File: src/rtl/riscv_clint.sv
// Core-local interruptor: 64-bit mtime/mtimecmp with a level timer interrupt.
// Optional mtime prescaler is built only when RISCV_CLINT_PRESCALE_EN is defined.
`timescale 1ns/1ps
module riscv_clint #(
  parameter logic [31:0] BASE     = 32'h0200_0000,
  parameter int unsigned PRESCALE = 1
) (
  input  logic        clk,
  input  logic        rst,
  input  logic [31:0] addr,
  input  logic [2:0]  mem_op,
  input  logic [31:0] data_o,
  output logic [31:0] rdata,
  output logic        sel,
  output logic        timer_irq
);

  if (PRESCALE < 1 || PRESCALE > 65535) begin : g_bad_prescale
    $error("riscv_clint: PRESCALE out of range");
  end

  localparam logic [15:0] WIN = BASE[31:16];

  logic [63:0] mtime;
  logic [63:0] mtimecmp;
  logic        tick;
  logic        in_win;
  logic        is_st;
  logic [13:0] word;
  logic        hit_cl;
  logic        hit_ch;
  logic        hit_tl;
  logic        hit_th;
  logic [3:0]  mask;
  logic        aligned;
  logic        wr_ok;

  assign in_win = (addr[31:16] == WIN);
  assign sel    = in_win && (mem_op != 3'b000);
  assign is_st  = sel && mem_op[2];
  assign word   = addr[15:2];
  assign hit_cl = (word == 14'h1000);
  assign hit_ch = (word == 14'h1001);
  assign hit_tl = (word == 14'h2FFE);
  assign hit_th = (word == 14'h2FFF);

  // Byte-lane mask and alignment from access size and low address bits
  always_comb begin
    mask    = 4'b0000;
    aligned = 1'b0;
    unique case (mem_op[1:0])
      2'b01: begin
        mask    = 4'b0001 << addr[1:0];
        aligned = 1'b1;
      end
      2'b10: begin
        mask    = addr[1] ? 4'b1100 : 4'b0011;
        aligned = ~addr[0];
      end
      2'b11: begin
        mask    = 4'b1111;
        aligned = (addr[1:0] == 2'b00);
      end
      default: begin
        mask    = 4'b0000;
        aligned = 1'b0;
      end
    endcase
  end

  assign wr_ok = is_st && aligned && (mask != 4'b0000);

  function automatic logic [31:0] merge(
    input logic [31:0] old_v,
    input logic [31:0] new_v,
    input logic [3:0]  m
  );
    logic [31:0] r;
    for (int i = 0; i < 4; i++)
      r[i*8 +: 8] = m[i] ? new_v[i*8 +: 8] : old_v[i*8 +: 8];
    return r;
  endfunction

  // Full aligned word read, zero when unselected or unmapped
  always_comb begin
    rdata = 32'h0;
    if (sel) begin
      unique case (1'b1)
        hit_cl:  rdata = mtimecmp[31:0];
        hit_ch:  rdata = mtimecmp[63:32];
        hit_tl:  rdata = mtime[31:0];
        hit_th:  rdata = mtime[63:32];
        default: rdata = 32'h0;
      endcase
    end
  end

`ifdef RISCV_CLINT_PRESCALE_EN
  localparam logic [15:0] PMAX = 16'(PRESCALE - 1);
  logic [15:0] pcnt;

  // Free-running prescaler, unaffected by mtime writes
  always_ff @(posedge clk or posedge rst) begin
    if (rst)               pcnt <= 16'h0;
    else if (pcnt == PMAX) pcnt <= 16'h0;
    else                   pcnt <= pcnt + 16'h1;
  end

  assign tick = (pcnt == PMAX);
`else
  assign tick = 1'b1;
`endif

  // mtime: a store to either half wins over the tick
  always_ff @(posedge clk or posedge rst) begin
    if (rst) begin
      mtime <= 64'h0;
    end else if (wr_ok && hit_tl) begin
      mtime[31:0] <= merge(mtime[31:0], data_o, mask);
    end else if (wr_ok && hit_th) begin
      mtime[63:32] <= merge(mtime[63:32], data_o, mask);
    end else if (tick) begin
      mtime <= mtime + 64'h1;
    end
  end

  // mtimecmp byte-lane stores
  always_ff @(posedge clk or posedge rst) begin
    if (rst) begin
      mtimecmp <= '1;
    end else if (wr_ok && hit_cl) begin
      mtimecmp[31:0] <= merge(mtimecmp[31:0], data_o, mask);
    end else if (wr_ok && hit_ch) begin
      mtimecmp[63:32] <= merge(mtimecmp[63:32], data_o, mask);
    end
  end

  // Registered level compare on current register values
  always_ff @(posedge clk or posedge rst) begin
    if (rst) timer_irq <= 1'b0;
    else     timer_irq <= (mtime >= mtimecmp);
  end

endmodule

File: config.mk
export PLATFORM = sky130hd
export DESIGN_NAME = riscv_clint
export DESIGN_NICKNAME = d
export VERILOG_FILES = /design/src/rtl/riscv_clint.sv
export SDC_FILE = /design/constraint.sdc
export NUM_CORES = 1
export LEC_CHECK = 0
export ABC_AREA = 1
export CAP_MARGIN = 20
export CELL_PAD_IN_SITES_DETAIL_PLACEMENT = 0
export CELL_PAD_IN_SITES_GLOBAL_PLACEMENT = 1
export CORE_ASPECT_RATIO = 2
export CORE_MARGIN = 3
export CORE_UTILIZATION = 35
export CTS_CLUSTER_SIZE = 30
export DETAILED_ROUTE_END_ITERATION = 8
export GPL_ROUTABILITY_DRIVEN = 0
export GPL_TIMING_DRIVEN = 0
export PLACE_DENSITY_LB_ADDON = 0.1
export SYNTH_ARGS = -nofsm -noshare
export SYNTH_HDL_FRONTEND = slang
export SYNTH_SLANG_ARGS = --single-unit
export TNS_END_PERCENT = 10
File: constraint.sdc
create_clock -name clk -period 4.17 [get_ports clk]
set_clock_uncertainty 0.2 [all_clocks]
set_input_delay 0.834 -clock clk [delete_from_list [all_inputs] [get_ports clk]]
set_output_delay 0.834 -clock clk [all_outputs]
set_load 0.01 [all_outputs]
==> impl_metrics.py <==
metrics = {
    "yosys": {
        "synth_nets": 2039,
        "synth.mux.area_fraction_pct": 0,
        "synth_top_family_by_area": "simple AND/OR/NAND/NOR gates",
        "netlist_area_um2": 11600,
        "synth_compound_area_share_pct": 8.95,
        "synth_edf_count": 0,
        "synth_ff_type": "dfrtp_1",
        "ys_seq_elements": 129,
        "ys_async_sr_fraction_pct": 100,
        "synth-adder-area-share_pct": 7.03,
        "synth_area_leaders": "nand2_1, dfstp_2, dfrtp_1",
        "synth_simple_gate_area_share_pct": 43.7,
        "synth_largest_area_cell": "nand2_1",
        "ys_types": 37,
        "synth_top_area_share_pct": 21.8,
        "ys_seq_area_share_pct": 28.6,
        "synth-xor-area-share_pct": 0.984,
        "syn_inst": 1905,
        "ys_warn_count": 0,
        "syn_avg_cell_area_um2": 6.08,
    },
    "status": {
        "status": "finished with violations",
        "violations": "negative setup slack",
    },
    "clock_tree": {
        "clkSlewWorstSetupHoldPaths_ns": 0.06,
        "clk_latency_ns": 0.46,
        "cts-root-buf": "clkbuf_16",
        "cts-htree-levels": 4,
        "cts_sinks": 129,
        "hold_buffers": 0,
        "cts_buffer_depth": 2,
        "numCtsBuffers": 17,
        "tritoncts": "built",
    },
    "drt": {
        "vias": 12900,
        "viasPerCell": 5.23,
        "drc_errors": 0,
        "drtIter0Drc": 1141,
        "wirelength_um": 56300,
        "ant_nets": 0,
        "wire_per_inst_um": 22.7,
        "drt-pass1-iter-count": 8,
    },
    "layout": {
        "seqCellArea_um2": 3310,
        "drive_gt1_share_pct": 10.2,
        "nets": 2170,
        "multi_input_comb_area_um2": 7070,
        "n_antenna_cell": 0,
        "stdcell_count": 2476,
        "fillers": 3491,
        "finalCoreUtilization_pct": 43.3,
        "syn_to_final_growth_pct": 21.5,
    },
    "sta": {
        "post-route-min-period_ns": 4.18,
        "worst_pin_slew_ns": 0.848,
        "setup_slack_ns": -0.00929,
        "fin_crit_sh_pct": 100,
        "relSlewSlack_pct": 43.2,
        "finalHoldViolations": 0,
        "report.final.slew_viol_count": 0,
        "rsz0062_at_grt": "true",
        "max_clock_freq_ghz": 0.239,
        "fin_tns_setup_ns": -0.0104,
        "setup_violations": 2,
        "whs_ns": 0.276,
    },
    "grt": {
        "grt_max_degree": 39,
        "grt_use_total_pct": 32.1,
        "grt_pass1_vias": 12700,
        "antenna_found_initial": 1,
        "grt_overflow_total": 0,
        "grt_first_pass_wirelength_um": 82000,
    },
    "floorplan": {
        "io_pins": 103,
        "rows": 93,
        "die_x_um": 135,
        "start_util_pct": 35.7,
        "dieArea_um2": 35400,
        "die_y_um": 263,
        "design.core.area_um2": 32500,
    },
    "power_and_ir_drop": {
        "total_leakage_power_nw": 6.70,
        "fin_total_pwr_w": 0.00314,
        "peakVddDrop_v": 0.000295,
        "power_density_nw_per_um2": 223,
    },
    "critical_path": {
        "critPathLaunchType": "input port",
        "worstPathArrival_ns": 3.15,
        "worst-path-max-fanout": 10,
        "required_ns": 3.14,
        "crit_path_end_kind": "primary output",
        "rr_worst_depth": 9,
        "path_class": "in -> out",
    },
    "hold_path": {
        "worstHoldPathCells": 2,
        "worstHoldPathType": "reg -> reg",
    },
    "place": {
        "placed_cells": 2435,
        "port-buffer-count": 100,
        "dp_hpwl_um": 44700,
    },
    "flow_run": {
        "maxCapViolations": 0,
    },
}
==> critical path, stage by stage <==
cell	delay, ns
clkdlybuf4s50_1	0.50
inv_1	0.05
nor2_1	0.07
nand2_1	0.06
nor2_1	0.12
nand2_2	0.12
nor2_4	0.17
inv_2	0.14
clkbuf_16	0.21
o21ai_1	0.17
nor2_1	0.07
nor2_1	0.08
clkdlybuf4s50_1	0.54
==> per-stage QoR <==
| step | setup slack, ns | area, um2 |
|---|---|---|
| after floorplan | 1.09 | 11600 |
| after global placement | -0.981 | 13100 |
| after detailed placement | -0.989 | 13200 |
| after CTS | -0.0408 | 14000 |
| after global routing | -0.153 | 14100 |
| final | -0.00929 | 14100 |
==> cell usage in the layout (no fill, tap or decap), types with 9 or more instances in the layout <==
cell	n
nand2_1	669
inv_1	258
nor2_1	247
nand3_1	176
o21ai_0	124
clkdlybuf4s50_1	76
ha_1	65
dfrtp_1	65
dfstp_2	64
o21ai_1	34
nand4_1	32
a21oi_1	27
clkbuf_16	20
dlygate4sd2_1	20
buf_2	18
nor3_1	16
buf_4	11
nor2_2	9
nand2_2	9
xor2_1	9
==> layout make-up <==
type	instances	share of cell area, %
clock buffer	21	3.58
buffer	42	2.43
sequential	129	23.5
tap	427	3.80
clock inverter	11	1.04
inverter	266	7.25
multi-input combinational	1468	50.3
timing repair buffer	112	8.12
==> synthesized netlist by cell type, drive strengths merged, types with 3 or more instances <==
| library cell | count |
|---|---|
| nand4 | 34 |
| nand3 | 187 |
| clkbuf | 9 |
| nand2 | 682 |
| dfstp | 64 |
| a21oi | 27 |
| inv | 266 |
| xor2 | 9 |
| dfrtp | 65 |
| nor2 | 262 |
| nand3b | 3 |
| o21ai | 163 |
| nor3 | 21 |
| o211ai | 4 |
| ha | 65 |
| xnor2 | 4 |
| buf | 33 |
==> state kept, by name (all words and copies together) (netlist names) <==
register / flops
mtimecmp: 64
timer_irq: 1
mtime: 64
==> metal layers <==
metal / global-route usage (%) / wire, um
met1: 31.9 / 18900
met3: 5.53 / 2890
met4: 26.6 / 5840
met5: 0 / 14
met2: 56.9 / 28700
==> kinds of logic after synthesis <==
group | count (synthesis)
and+or+nand+nor | 1192
buffers and inverters | 308
AOI/OAI and AO/OA | 198
DFF | 129
adders and majority gates | 65
xor gates and xnor gates | 13
==> where the power goes <==
group / total, W / leakage [nW] / switching [W] / internal, W
Clock: 0.00168 / 0.320 / 0.000640 / 0.00104
Combinational: 0.000200 / 5.07 / 0.000121 / 0.0000796
Sequential: 0.00126 / 1.32 / 0.00000000666 / 0.00126
Total: 0.00314 / 6.70 / 0.000761 / 0.00238
==> path summary, 6_finish.rpt <==
path / startpoint / to / slack [ns]
max: addr[13] / rdata[19] / -0.009
min in group asynchronous: rst / mtime[18] / 0.58
max in group asynchronous: rst / mtimecmp[32] / 2.00
min: mtimecmp[13] / mtimecmp[13] / 0.28
max reg2reg: mtime[16] / mtime[48] / 1.05
min reg2reg: mtimecmp[13] / mtimecmp[13] / 0.28
==> what timing repair did <==
item,4_1_cts,5_1_grt
buffers inserted,9,0
pin swaps,5,2
gates resized for setup,76,10
setup endpoints to repair,30,12
(Power assumes the default switching activity.)
